## config.mk

```make
export PLATFORM = sky130hd
export DESIGN_NAME = serial_comparator
export DESIGN_NICKNAME = d
export VERILOG_FILES = /design/src/rtl/cmp_pkg.sv /design/src/rtl/cmp_digit_slice.sv /design/src/rtl/serial_comparator.sv
export SDC_FILE = /design/constraint.sdc
export NUM_CORES = 1
export LEC_CHECK = 0
export BUFFER_PORTS_ARGS = -buffer_cell sky130_fd_sc_hd__buf_2
export CORE_MARGIN = 4
export CORE_UTILIZATION = 54
export DETAILED_ROUTE_END_ITERATION = 6
export GPL_TIMING_DRIVEN = 0
export PLACE_DENSITY = 0.82
export SLEW_MARGIN = 0
export SYNTH_ARGS = -nofsm -noshare
export SYNTH_HDL_FRONTEND = slang
export SYNTH_SLANG_ARGS = --single-unit
export TNS_END_PERCENT = 20
```

## constraint.sdc

```tcl
create_clock -name clk -period 1.9 [get_ports clk]
set_input_delay 0.475 -clock clk [delete_from_list [all_inputs] [get_ports clk]]
set_output_delay 0.475 -clock clk [all_outputs]
set_load 0.005 [all_outputs]
```

## src/rtl/cmp_pkg.sv

```systemverilog
// cmp_pkg: mode and FSM state encodings shared by serial_comparator and its digit slice.
package cmp_pkg;
   localparam logic [1:0] CMP_MODE_EQ  = 2'd0;
   localparam logic [1:0] CMP_MODE_XGT = 2'd1;
   localparam logic [1:0] CMP_MODE_YGT = 2'd2;
   localparam logic [1:0] CMP_MODE_MAX = 2'd3;
   typedef enum logic [1:0] {ST_IDLE, ST_RUN, ST_DONE} state_t;
endpackage

```

## src/rtl/cmp_digit_slice.sv

```systemverilog
// cmp_digit_slice: combinational DIGIT-bit ripple stage, LSB first.
// SERIAL_COMPARATOR_SIGNED_EN inverts the sign-bit rule on the last digit.
module cmp_digit_slice
   import cmp_pkg::*;
#(
   parameter int DIGIT = 2
) (
   input  logic             xg_in,
   input  logic             yg_in,
   input  logic [DIGIT-1:0] x_digit,
   input  logic [DIGIT-1:0] y_digit,
   input  logic             last,
   output logic             xg_out,
   output logic             yg_out
);
`ifdef SERIAL_COMPARATOR_SIGNED_EN
   localparam bit SIGNED_EN = 1'b1;
`else
   localparam bit SIGNED_EN = 1'b0;
`endif
   always_comb begin
      xg_out = xg_in;
      yg_out = yg_in;
      for (int i = 0; i < DIGIT; i++) begin
         if (x_digit[i] ^ y_digit[i]) begin
            // a set sign bit marks the smaller two's complement operand
            xg_out = (SIGNED_EN && last && i == DIGIT - 1) ? y_digit[i] : x_digit[i];
            yg_out = (SIGNED_EN && last && i == DIGIT - 1) ? x_digit[i] : y_digit[i];
         end
      end
   end
endmodule

```

## src/rtl/serial_comparator.sv

```systemverilog
// serial_comparator: multi-cycle magnitude comparator, DIGIT bits per clock, LSB digit first.
// Define SERIAL_COMPARATOR_SIGNED_EN for two's complement operands.
module serial_comparator
   import cmp_pkg::*;
#(
   parameter int WIDTH = 8,
   parameter int DIGIT = 2
) (
   input  logic             clk,
   input  logic             rst_n,
   input  logic             start,
   input  logic [1:0]       mode,
   input  logic [WIDTH-1:0] x,
   input  logic [WIDTH-1:0] y,
   output logic             busy,
   output logic             done,
   output logic [WIDTH-1:0] o,
   output logic             x_gt,
   output logic             y_gt
);
   localparam int N = WIDTH / DIGIT;
   localparam int CW = N > 1 ? $clog2(N) : 1;
   localparam logic [CW-1:0] LAST = CW'(N - 1);
   state_t state;
   logic [WIDTH-1:0] xs, ys, xn, yn, res;
   logic [1:0] mode_r;
   logic [CW-1:0] cnt;
   logic xg, yg, xg_n, yg_n, last;
   assign last = cnt == LAST;
   // operands rotate one digit per run cycle and are back in place after N cycles
   assign xn = (xs >> DIGIT) | (xs << (WIDTH - DIGIT));
   assign yn = (ys >> DIGIT) | (ys << (WIDTH - DIGIT));
   assign res = mode_r == CMP_MODE_MAX ? (xg_n ? xn : yn) :
                {{(WIDTH-1){1'b0}}, mode_r == CMP_MODE_EQ  ? ~(xg_n | yg_n) :
                                    mode_r == CMP_MODE_XGT ? xg_n : yg_n};
   cmp_digit_slice #(.DIGIT(DIGIT)) u_slice (
      .xg_in  (xg),
      .yg_in  (yg),
      .x_digit(xs[DIGIT-1:0]),
      .y_digit(ys[DIGIT-1:0]),
      .last   (last),
      .xg_out (xg_n),
      .yg_out (yg_n)
   );
   always_ff @(posedge clk or negedge rst_n) begin
      if (!rst_n) begin
         state  <= ST_IDLE;
         busy   <= 1'b0;
         done   <= 1'b0;
         o      <= '0;
         x_gt   <= 1'b0;
         y_gt   <= 1'b0;
         xs     <= '0;
         ys     <= '0;
         mode_r <= '0;
         cnt    <= '0;
         xg     <= 1'b0;
         yg     <= 1'b0;
      end else begin
         case (state)
            ST_RUN: begin
               xs  <= xn;
               ys  <= yn;
               xg  <= xg_n;
               yg  <= yg_n;
               cnt <= cnt + 1'b1;
               if (last) begin
                  x_gt  <= xg_n;
                  y_gt  <= yg_n;
                  o     <= res;
                  done  <= 1'b1;
                  busy  <= 1'b0;
                  state <= ST_DONE;
               end
            end
            ST_IDLE, ST_DONE: begin
               done <= 1'b0;
               if (start) begin
                  xs     <= x;
                  ys     <= y;
                  mode_r <= mode;
                  xg     <= 1'b0;
                  yg     <= 1'b0;
                  cnt    <= '0;
                  busy   <= 1'b1;
                  state  <= ST_RUN;
               end else begin
                  state <= ST_IDLE;
               end
            end
            default: state <= ST_IDLE;
         endcase
      end
   end
endmodule

```

Yosys cells after proc, flatten, opt, wreduce, memory -nomap -nowiden
Cells that the tools add are included.

$add $sub $neg: 1. Equal/unequal tests: 7. Mux-type cells: 25. Bitwise gates (word level): 6. Reductions and logical operators: 9.

Operators with widths (count): $mux 8 (4); $pmux 8 s2 (2); $or 6x8->8 (2); $mux 1 (11); $pmux 1 s2 (4); $pmux 2 s2 (2); $reduce_and 2->1 (4); $eq 2x2->1 const B (3); $eq 2x1->1 const B (2); $logic_not 2->1 (2); $mux 2 (2); $ne 2x2->1 const B (2); $reduce_and 3->1 (1); $add 2x1->2 const B (1); $reduce_bool 2->1 (1); $reduce_or 2->1 (1); $xor 1x1->1 (2); $not 1->1 (1); $or 1x1->1 (1).

Bits in registers: 36. Output and inout bits: 12. Logic and storage cells: 60.

Depth between registers and ports, before layout
Gate-level depths: netlist of run 1.

Depth after elaboration: 7. Gate-level depth with buffers: 7. Mapped depth without buffers: 6.

Cells and area by module
A second synthesis of run 1 with hierarchy kept.

Cells, all modules: 142. Area, all modules: 1805.5 um2.

Modules (own cells, without submodules): serial_comparator (times used 1, cells each 134, area an instance 1750.4 um2); cmp_digit_slice (times used 1, cells each 8, area an instance 55.1 um2).

Worst setup path before layout of run 1
OpenSTA, ideal clock, no wires.

Path kind: reg2reg. Start: reg xs[1]. End: reg o[5]. Setup time: 124 ps. Arrival time: 1612 ps. Data required time: 1776 ps. Path slack: 164 ps. Cell stages (with the launch flop): 7. Buffers on the path: 1. Cell sequence: dfrtp_1 inv_1 ha_1 clkbuf_2 o31ai_4 mux2i_1 o21ai_2.

Cells in the longest elaborated chain, start to end: 4.

Ends and longest elaborated chain: from (decl) (RTL line serial_comparator.sv:25) `logic [WIDTH-1:0] xs, ys, xn, yn, res;`; from (signal assigned) (RTL line serial_comparator.sv:62) `xs <= xn;`; $xor 1x1->1 (RTL line cmp_digit_slice.sv:25) `if (x_digit[i] ^ y_digit[i]) begin`; $mux 1 * (RTL line cmp_digit_slice.sv:25); $mux 8 * (2 in series) (RTL line serial_comparator.sv:33) `assign res = mode_r == CMP_MODE_MAX ? (xg_n ? xn : yn) :`; to (signal assigned) (RTL line serial_comparator.sv:70) `o <= res;`; to (decl) (RTL line serial_comparator.sv:17) `output logic [WIDTH-1:0] o,`.

Mark *: on every way between the ends. The rest lies on a longest branch, timed or not. A chain may end at the register's enable or synchronous reset.

Worst setup path in the final report of run 1
Start: reg ys[1]. End: reg o[2].

Cells in the longest elaborated chain, start to end: 4.

Ends and longest elaborated chain: from (decl) (RTL line serial_comparator.sv:25); from (signal assigned) (RTL line serial_comparator.sv:63) `ys <= yn;`; from (signal assigned) (RTL line serial_comparator.sv:80) `ys <= y;`; $xor 1x1->1 (RTL line cmp_digit_slice.sv:25); $mux 1 (RTL line cmp_digit_slice.sv:25); $mux 8 (2 in series) (RTL line serial_comparator.sv:33).

Every way passes these cells.

==> results of run 1 <==
## stage by stage
| stage | utilization | hold slack (ps) | setup WS (ps) |
|---|---|---|---|
| finish | 0.677 | 199 | 100 |
| global route | 0.677 | 249 | 43.3 |
| CTS | 0.664 | 217 | 50.6 |
| detailed placement | 0.636 | 467 | -153 |
| global placement | 0.636 | 456 | -108 |
| floorplan | - | 179 | 164 |
## worst paths after layout
kind	from	to	slack (ps)
max	ys[1]$_DFFE_PN0P_	o[2]$_DFFE_PN0P_	100
min	rst_n	done$_DFFE_PN0P_	200
max reg2reg	ys[1]$_DFFE_PN0P_	o[2]$_DFFE_PN0P_	100
min reg2reg	o[5]$_DFFE_PN0P_	o[5]$_DFFE_PN0P_	490
max in group asynchronous	rst_n	xs[2]$_DFFE_PN0P_	1200
min in group clk	mode[0]	mode_r[0]$_DFFE_PN0P_	320
## state kept, by name (all words and copies together), names as in the netlist
signal / cells
state: 2
mode_r: 2
done: 1
ys: 8
xs: 8
yg: 1
o: 8
y_gt: 1
xg: 1
cnt: 2
busy: 1
x_gt: 1
## layout by cell type (no fill, tap or decap), types with 5 or more instances in the layout
| cell type | count |
|---|---|
| dfrtp_1 | 36 |
| buf_2 | 35 |
| nand2_1 | 26 |
| nor2_1 | 19 |
| mux2i_1 | 18 |
| a21oi_1 | 16 |
| inv_1 | 5 |
| o21ai_0 | 5 |
| o21ai_1 | 5 |
| clkbuf_4 | 5 |
## power by group
part           switching (mW)  total (mW)  internal (mW)
clock                   0.247       0.457          0.210
combinational            1.10        2.09          0.992
sequential              0.309        1.44           1.13
## kinds of logic after synthesis
| family | share of synthesized area |
|---|---|
| xor+xnor | 0.00508 |
| compound gates | 0.138 |
| mux | 0.134 |
| buf+inv | 0.0312 |
| simple gates | 0.155 |
| flops | 0.522 |
| fa+ha+maj | 0.0145 |
## layer usage
metal,track usage,up-vias,routed length (um)
li1,-,680,-
met1,0.261,672,1740
met2,0.325,42,1790
met3,0.0589,8,233
met4,0.0712,0,65
met5,0,-,0
## critical path, delay by kind of cell (launching register included)
kind | cells | cell delay [ps]
flops | 1 | 430
compound gates | 2 | 440
mux | 1 | 230
buf+inv | 2 | 260
fa+ha+maj | 1 | 320
## repair_timing
action	CTS	global route
hold buffers	0	0
gates resized for setup	0	8
pin swaps	1	1
setup buffers	3	2
setup endpoints to repair	7	6
gates cloned	0	0
## area by class of cell
type                    instances  area (sq um)  area share
well taps                      44          55.1      0.0267
inverters                       5          18.8     0.00909
repair buffers                 37           205      0.0993
flip-flops and latches         36           901       0.436
multi-input cells             124           791       0.383
plain buffers                   7          30.0      0.0145
clock buffers                   7          65.1      0.0315
==> summary.md, run 1 <==
| Metric | Value |
|---|---|
| Net count, final | `about 240` |
| R2r worst-path depth | `6` |
| Post-route cell area | `about 2100 sq um` |
| Num CTS Buffers | `5` |
| Maximum vdd drop | `around 900 uV` |
| P&R area growth vs syn | `19.7%` |
| Input/output buffers | `32` |
| Dominant cell by count in the synthesized netlist | `dfrtp_1` |
| Layout Cells excl Fill | `260` |
| Fin Setup TNS | `0 ps` |
| Min-delay worst type | `in -> async` |
| ANT cells | `0` |
| Critical Path AT | `2020 ps` |
| Number of fillers in the final layout | `257` |
| Highest cell delay on the worst timing path | `~430 ps` |
| Initial antenna violation count | `0` |
| Die width | `approximately 65 um` |
| First-pass GRT wire length | `approximately 6.4 mm` |
| Syn_area_per_cell | `roughly 10 sq um` |
| Synth cell types | `35` |
| Relative slew slack | `0.480` |
| Top cell type's share of synthesized area | `0.522` |
| Final worst-path cycle share | `0.947` |
| Max-Cap Viols | `0` |
| CTS clk-pin slew, worst paths | `110 ps` |
| Tightest Pin Transition | `a little under 800 ps` |
| H-tree depth | `2` |
| Final Hold Fails | `0` |
| Number of I/O pins | `33` |
| Post-DP HPWL | `around 2.7 mm` |
| Net Count, Synth | `roughly 200` |
| Sequential share of the synthesized area | `0.522` |
| Commonest register cell after synthesis | `dfrtp_1` |
| Pwr Total | `3.98 mW` |
| Placed insts | `249` |
| Vias | `roughly 1.4k` |
| Warnings, synthesis | `0` |
| Mapped Cells | `~170` |
| Routed wire length per instance | `14.7 um` |
| Post-synth EDFFs | `0` |
| Worst path cell trace | `inv_1 -> ha_2 -> o31ai_4 -> buf_4 -> mux2i_2 -> o21ai_1` |
| Worst Setup End Kind | `register` |
| Cell Rows | `20` |
| DRT Pass-1 Iters | `5` |
| CP startpoint kind | `register` |
| Status | `finished, final reports clean` |
| Grt total ovfl | `0` |
| Die area | `approximately 4200 sq um` |
| Final wirelength | `approximately 3.8 mm` |
| Clock Path Buffers | `2` |
| Worst-skew pair later-pin latency | `between 300 and 400 ps` |
| Routed Antenna Nets | `0` |
| Placed Area | `a little under 2000 sq um` |
| PD cells | `between 1500 and 2000 nW/um^2` |
| Die Ht | `between 60 and 70 um` |
| Crit Path Max Fanout | `7` |
| CTS tree | `done` |
| Critical path start-end classification | `reg -> reg` |
| Mapped cell area | `1730 sq um` |
| Commonest cells in the netlist | `dfrtp_1 (36), nand2_1 (27), mux2i_1 (22)` |
| Drt drc | `0` |
| Pleak | `approximately 1.0 nW` |
| Core area | `between 3000 and 4000 sq um` |
| Synth top area cells | `dfrtp_1 (52%), mux2i_1 (13%), nand2_1 (5.9%), a21oi_1 (4.6%), nor2_1 (4.1%)` |
| Slew Viols, Final | `0` |
| Vias/cell | `around 5.4` |
| Clock Sinks | `36` |
| CP max stage cell | `dfrtp_1` |
| Placer Congestion | `0.856` |
| Vias in the first global route | `about 1.3k` |
| Root buffer cell | `clkbuf_4` |
| Gr usage total | `0.202` |
| Number of synthesized register bits | `36` |
| RSZ-0062 raised after global routing | `no` |
| Worst endpoint required time | `about 2100 ps` |
| Final setup viols | `0` |
| Layout cells sized above 1 | `0.278` |
| Post-synth ARST share | `1.00` |
| Largest net degree at the start of global routing | `37` |
| Biggest area consumer among synthesized cells | `dfrtp_1` |
| Clock skew | `a little under 6 ps` |
| Initial core utilization | `0.565` |
| FMAX | `roughly 0.56 GHz` |
| DR iter-0 viols | `102` |
| Period minus WS final | `about 1800 ps` |
No activity file was read; power rests on OpenSTA's default activity.
==> run 2, diff against run 1 <==
- ABC_AREA: unset -> 1
==> run 2 against run 1 <==
Effect of this change:
- combinational power decreased by 13%
- die area decreased by 1.6%
- largest power group unchanged
- non-clock buffer count decreased by 5
- cell count increased by 9.2%
- largest cell class unchanged
- setup slack improved by 150 ps
- synthesized area decreased by 1.8%
- worst hold slack improved by 15 ps
==> summary.md, run 2 <==
| Metric | Value |
|---|---|
| Syn_area_per_cell | `8.47 sq um (-15%)` |
| Worst r2r src | `ys[1]$_DFFE_PN0P_` |
| Commonest register cell after synthesis | `dfrtp_1` |
| Root buffer cell | `clkbuf_4` |
| Critical path start-end classification | `reg -> reg` |
| DR iter-0 viols | `67 (-34%)` |
| CP startpoint kind | `register` |
| DRT Pass-1 Iters | `4 (-1)` |
| Dominant cell by count in the synthesized netlist | `nand2_1` |
| Number of synthesized register bits | `36 (unchanged)` |
| Period minus WS final | `1640 ps (-155 ps)` |
| Net count, final | `262 (+9.6%)` |
| Grt total ovfl | `0 (unchanged)` |
| Hold Slack | `213 ps (+14.6 ps)` |
| Worst flop-to-flop path endpoint | `o[0]$_DFFE_PN0P_` |
| Core area | `3030 sq um (-0.82%)` |
| Relative slew slack | `0.474 (-0.00657)` |
| Worst-skew pair later-pin latency | `330 ps (about the same)` |
| Max-Cap Viols | `0 (unchanged)` |
| Slew Viols, Final | `0 (unchanged)` |
| Mapped cell area | `1690 sq um (-1.8%)` |
| Final worst-path cycle share | `0.866 (-0.0816)` |
| Synth cell types | `21 (-40%)` |
| Top flop regs | `o x8, xs x8, ys x8` |
| First-pass GRT wire length | `6.01 mm (-6.1%)` |
| Die Ht | `64.0 um (-0.80%)` |
| Largest net degree at the start of global routing | `37 (unchanged)` |
| Final wirelength | `3.56 mm (-7.1%)` |
| Top cell type's share of synthesized area | `0.532 (+0.00964)` |
| Vias/cell | `5.03 (-6.8%)` |
| Routed Antenna Nets | `0 (unchanged)` |
| Drt drc | `0 (unchanged)` |
| FMAX | `0.608 GHz (+9.4%)` |
| Gr usage total | `0.190 (-0.0127)` |
| Final Core Density | `0.650 (-0.0266)` |
| Pleak | `1.02 nW (-1.2%)` |
| Commonest cells in the netlist | `nand2_1 (49), dfrtp_1 (36), inv_1 (22)` |
| Crit. Startpoint | `ys[1]$_DFFE_PN0P_` |
| Initial antenna violation count | `0 (unchanged)` |
| Post-CTS Hold Buffers | `0 (unchanged)` |
| Crit Path Max Fanout | `10 (+3)` |
| Fin worst setup slack | `255 ps (+155 ps)` |
| Initial core utilization | `0.560 (-0.00566)` |
| H-tree depth | `2 (unchanged)` |
| Clock Sinks | `36 (unchanged)` |
| Net Count, Synth | `223 (+14%)` |
| Sequential share of the synthesized area | `0.532 (+0.00964)` |
| Final Hold Fails | `0 (unchanged)` |
| P&R area growth vs syn | `16.2%` |
| PD cells | `1830 nW/um^2 (-5.4%)` |
| CTS clk-pin slew, worst paths | `110 ps (about the same)` |
| Worst Setup End Kind | `register` |
| Number of buffers added for setup after CTS | `0 (-3)` |
| Layout cells sized above 1 | `0.233 (-0.0444)` |
| Maximum vdd drop | `895 uV (-0.30%)` |
| Post-Place Worst Slack | `276 ps (+429 ps)` |
| Cell Rows | `20 (unchanged)` |
| Critical Path AT | `1870 ps (-150 ps)` |
| Reg2reg setup slack | `260 ps (+150 ps)` |
| Fin Setup TNS | `0 ps (unchanged)` |
| Number of fillers in the final layout | `265 (+3.1%)` |
| R2r worst-path depth | `10 (+4)` |
| Register area | `901 sq um (unchanged)` |
| Status | `finished, final reports clean` |
| Most common cell after layout, fill and taps aside | `nand2_1` |
| RSZ-0062 raised after global routing | `no` |
| Most frequent cells in the layout | `nand2_1 (49), dfrtp_1 (36), buf_2 (34)` |
| Clock Path Buffers | `2 (unchanged)` |
| Post-synth ARST share | `1.00 (unchanged)` |
| Post-DP HPWL | `2.62 mm (-4.4%)` |
| Die area | `4100 sq um (-1.6%)` |
| Vias in the first global route | `1,344 (-0.15%)` |
| Routed wire length per instance | `12.5 um (-15%)` |
| Worst endpoint required time | `2120 ps (about the same)` |
| Placer Congestion | `0.836 (-2.4%)` |
| Num CTS Buffers | `5 (unchanged)` |
| Number of I/O pins | `33 (unchanged)` |
| Synth top area cells | `dfrtp_1 (53%), nand2_1 (11%), o211ai_1 (5.8%), o21ai_0 (5.3%), inv_1 (4.9%)` |
| Input/output buffers | `32 (unchanged)` |
| Biggest area consumer among synthesized cells | `dfrtp_1` |
| CTS tree | `done` |
| Clock skew | `9.70 ps (+3.77 ps)` |
| Multi-input gate area | `656 sq um (-17%)` |
| Vias | `1,428 (+1.9%)` |
| Post-CTS sizing | `0 (unchanged)` |
| Mapped Cells | `200 (+16%)` |
| Warnings, synthesis | `0 (unchanged)` |
| Die width | `64.0 um (-0.80%)` |
| Min-delay worst type | `in -> async` |
| Tightest Pin Transition | `790 ps (+9.85 ps)` |
| Final setup viols | `0 (unchanged)` |
| Post-synth EDFFs | `0 (unchanged)` |
| ANT cells | `0 (unchanged)` |
## run 2: cell types whose count changed in the layout (fill, tap and decap cells not counted), sizes merged, moves of 6 or more
cell / delta
a21oi: -10
o211ai: +12
mux2i: -22
o21ai: +18
inv: +22
buf: -6
nand2: +27
## run 2: cell families after synthesis
family / synth area share
AO/OA/AOI/OAI: 0.179
AND/OR/NAND/NOR: 0.193
flip-flops: 0.532
buffers and inverters: 0.0812
adder cells (fa/ha/maj): 0.0148
## run 2: worst max-delay path, stage by stage (launching register included)
cell	delay, ps
dfrtp_1	360
inv_1	70
ha_1	350
a21oi_1	160
nand2_2	90
nand2_4	120
inv_2	100
nand3_2	80
nand2_1	50
nor2_1	100
nor2_1	60
## run 2: how the worst max path moves through the flow
| stage | cells past startpoint | end |
|---|---|---|
| after floorplan | 10 | o[0]$_DFFE_PN0P_ |
| after global placement | 10 | o[0]$_DFFE_PN0P_ |
| after detailed placement | 10 | o[0]$_DFFE_PN0P_ |
| after CTS | 10 | o[0]$_DFFE_PN0P_ |
| after global routing | 10 | o[0]$_DFFE_PN0P_ |
| final | 10 | o[0]$_DFFE_PN0P_ |
## run 2: per-stage QoR
stage	power (mW)	instance area, sq um	cells
floorplan	2.67	1690	200
global placement	3.12	1910	276
detailed placement	3.18	1910	276
CTS	3.60	1970	284
global route	3.94	1970	284
finish	3.59	1970	284
## run 2: layout make-up
class | count | area share
Sequential cell | 36 | 0.458
Multi-Input combinational cell | 130 | 0.333
Timing Repair Buffer | 32 | 0.0814
Inverter | 27 | 0.0515
Clock buffer | 8 | 0.0299
Tap cell | 44 | 0.0280
Buffer | 7 | 0.0184
## run 2: routing by layer
metal,GRT usage,routed length (um)
met5,0,0
met4,0.0755,58
met3,0.0316,208
met2,0.280,1610
met1,0.277,1680
## run 2: where the power goes
group	switching (mW)	total [mW]	internal (mW)	leakage, nW
Clock	0.236	0.419	0.183	0.0326
Sequential	0.217	1.35	1.13	0.438
Combinational	1.17	1.82	0.659	0.551
Total	1.62	3.59	1.97	1.02
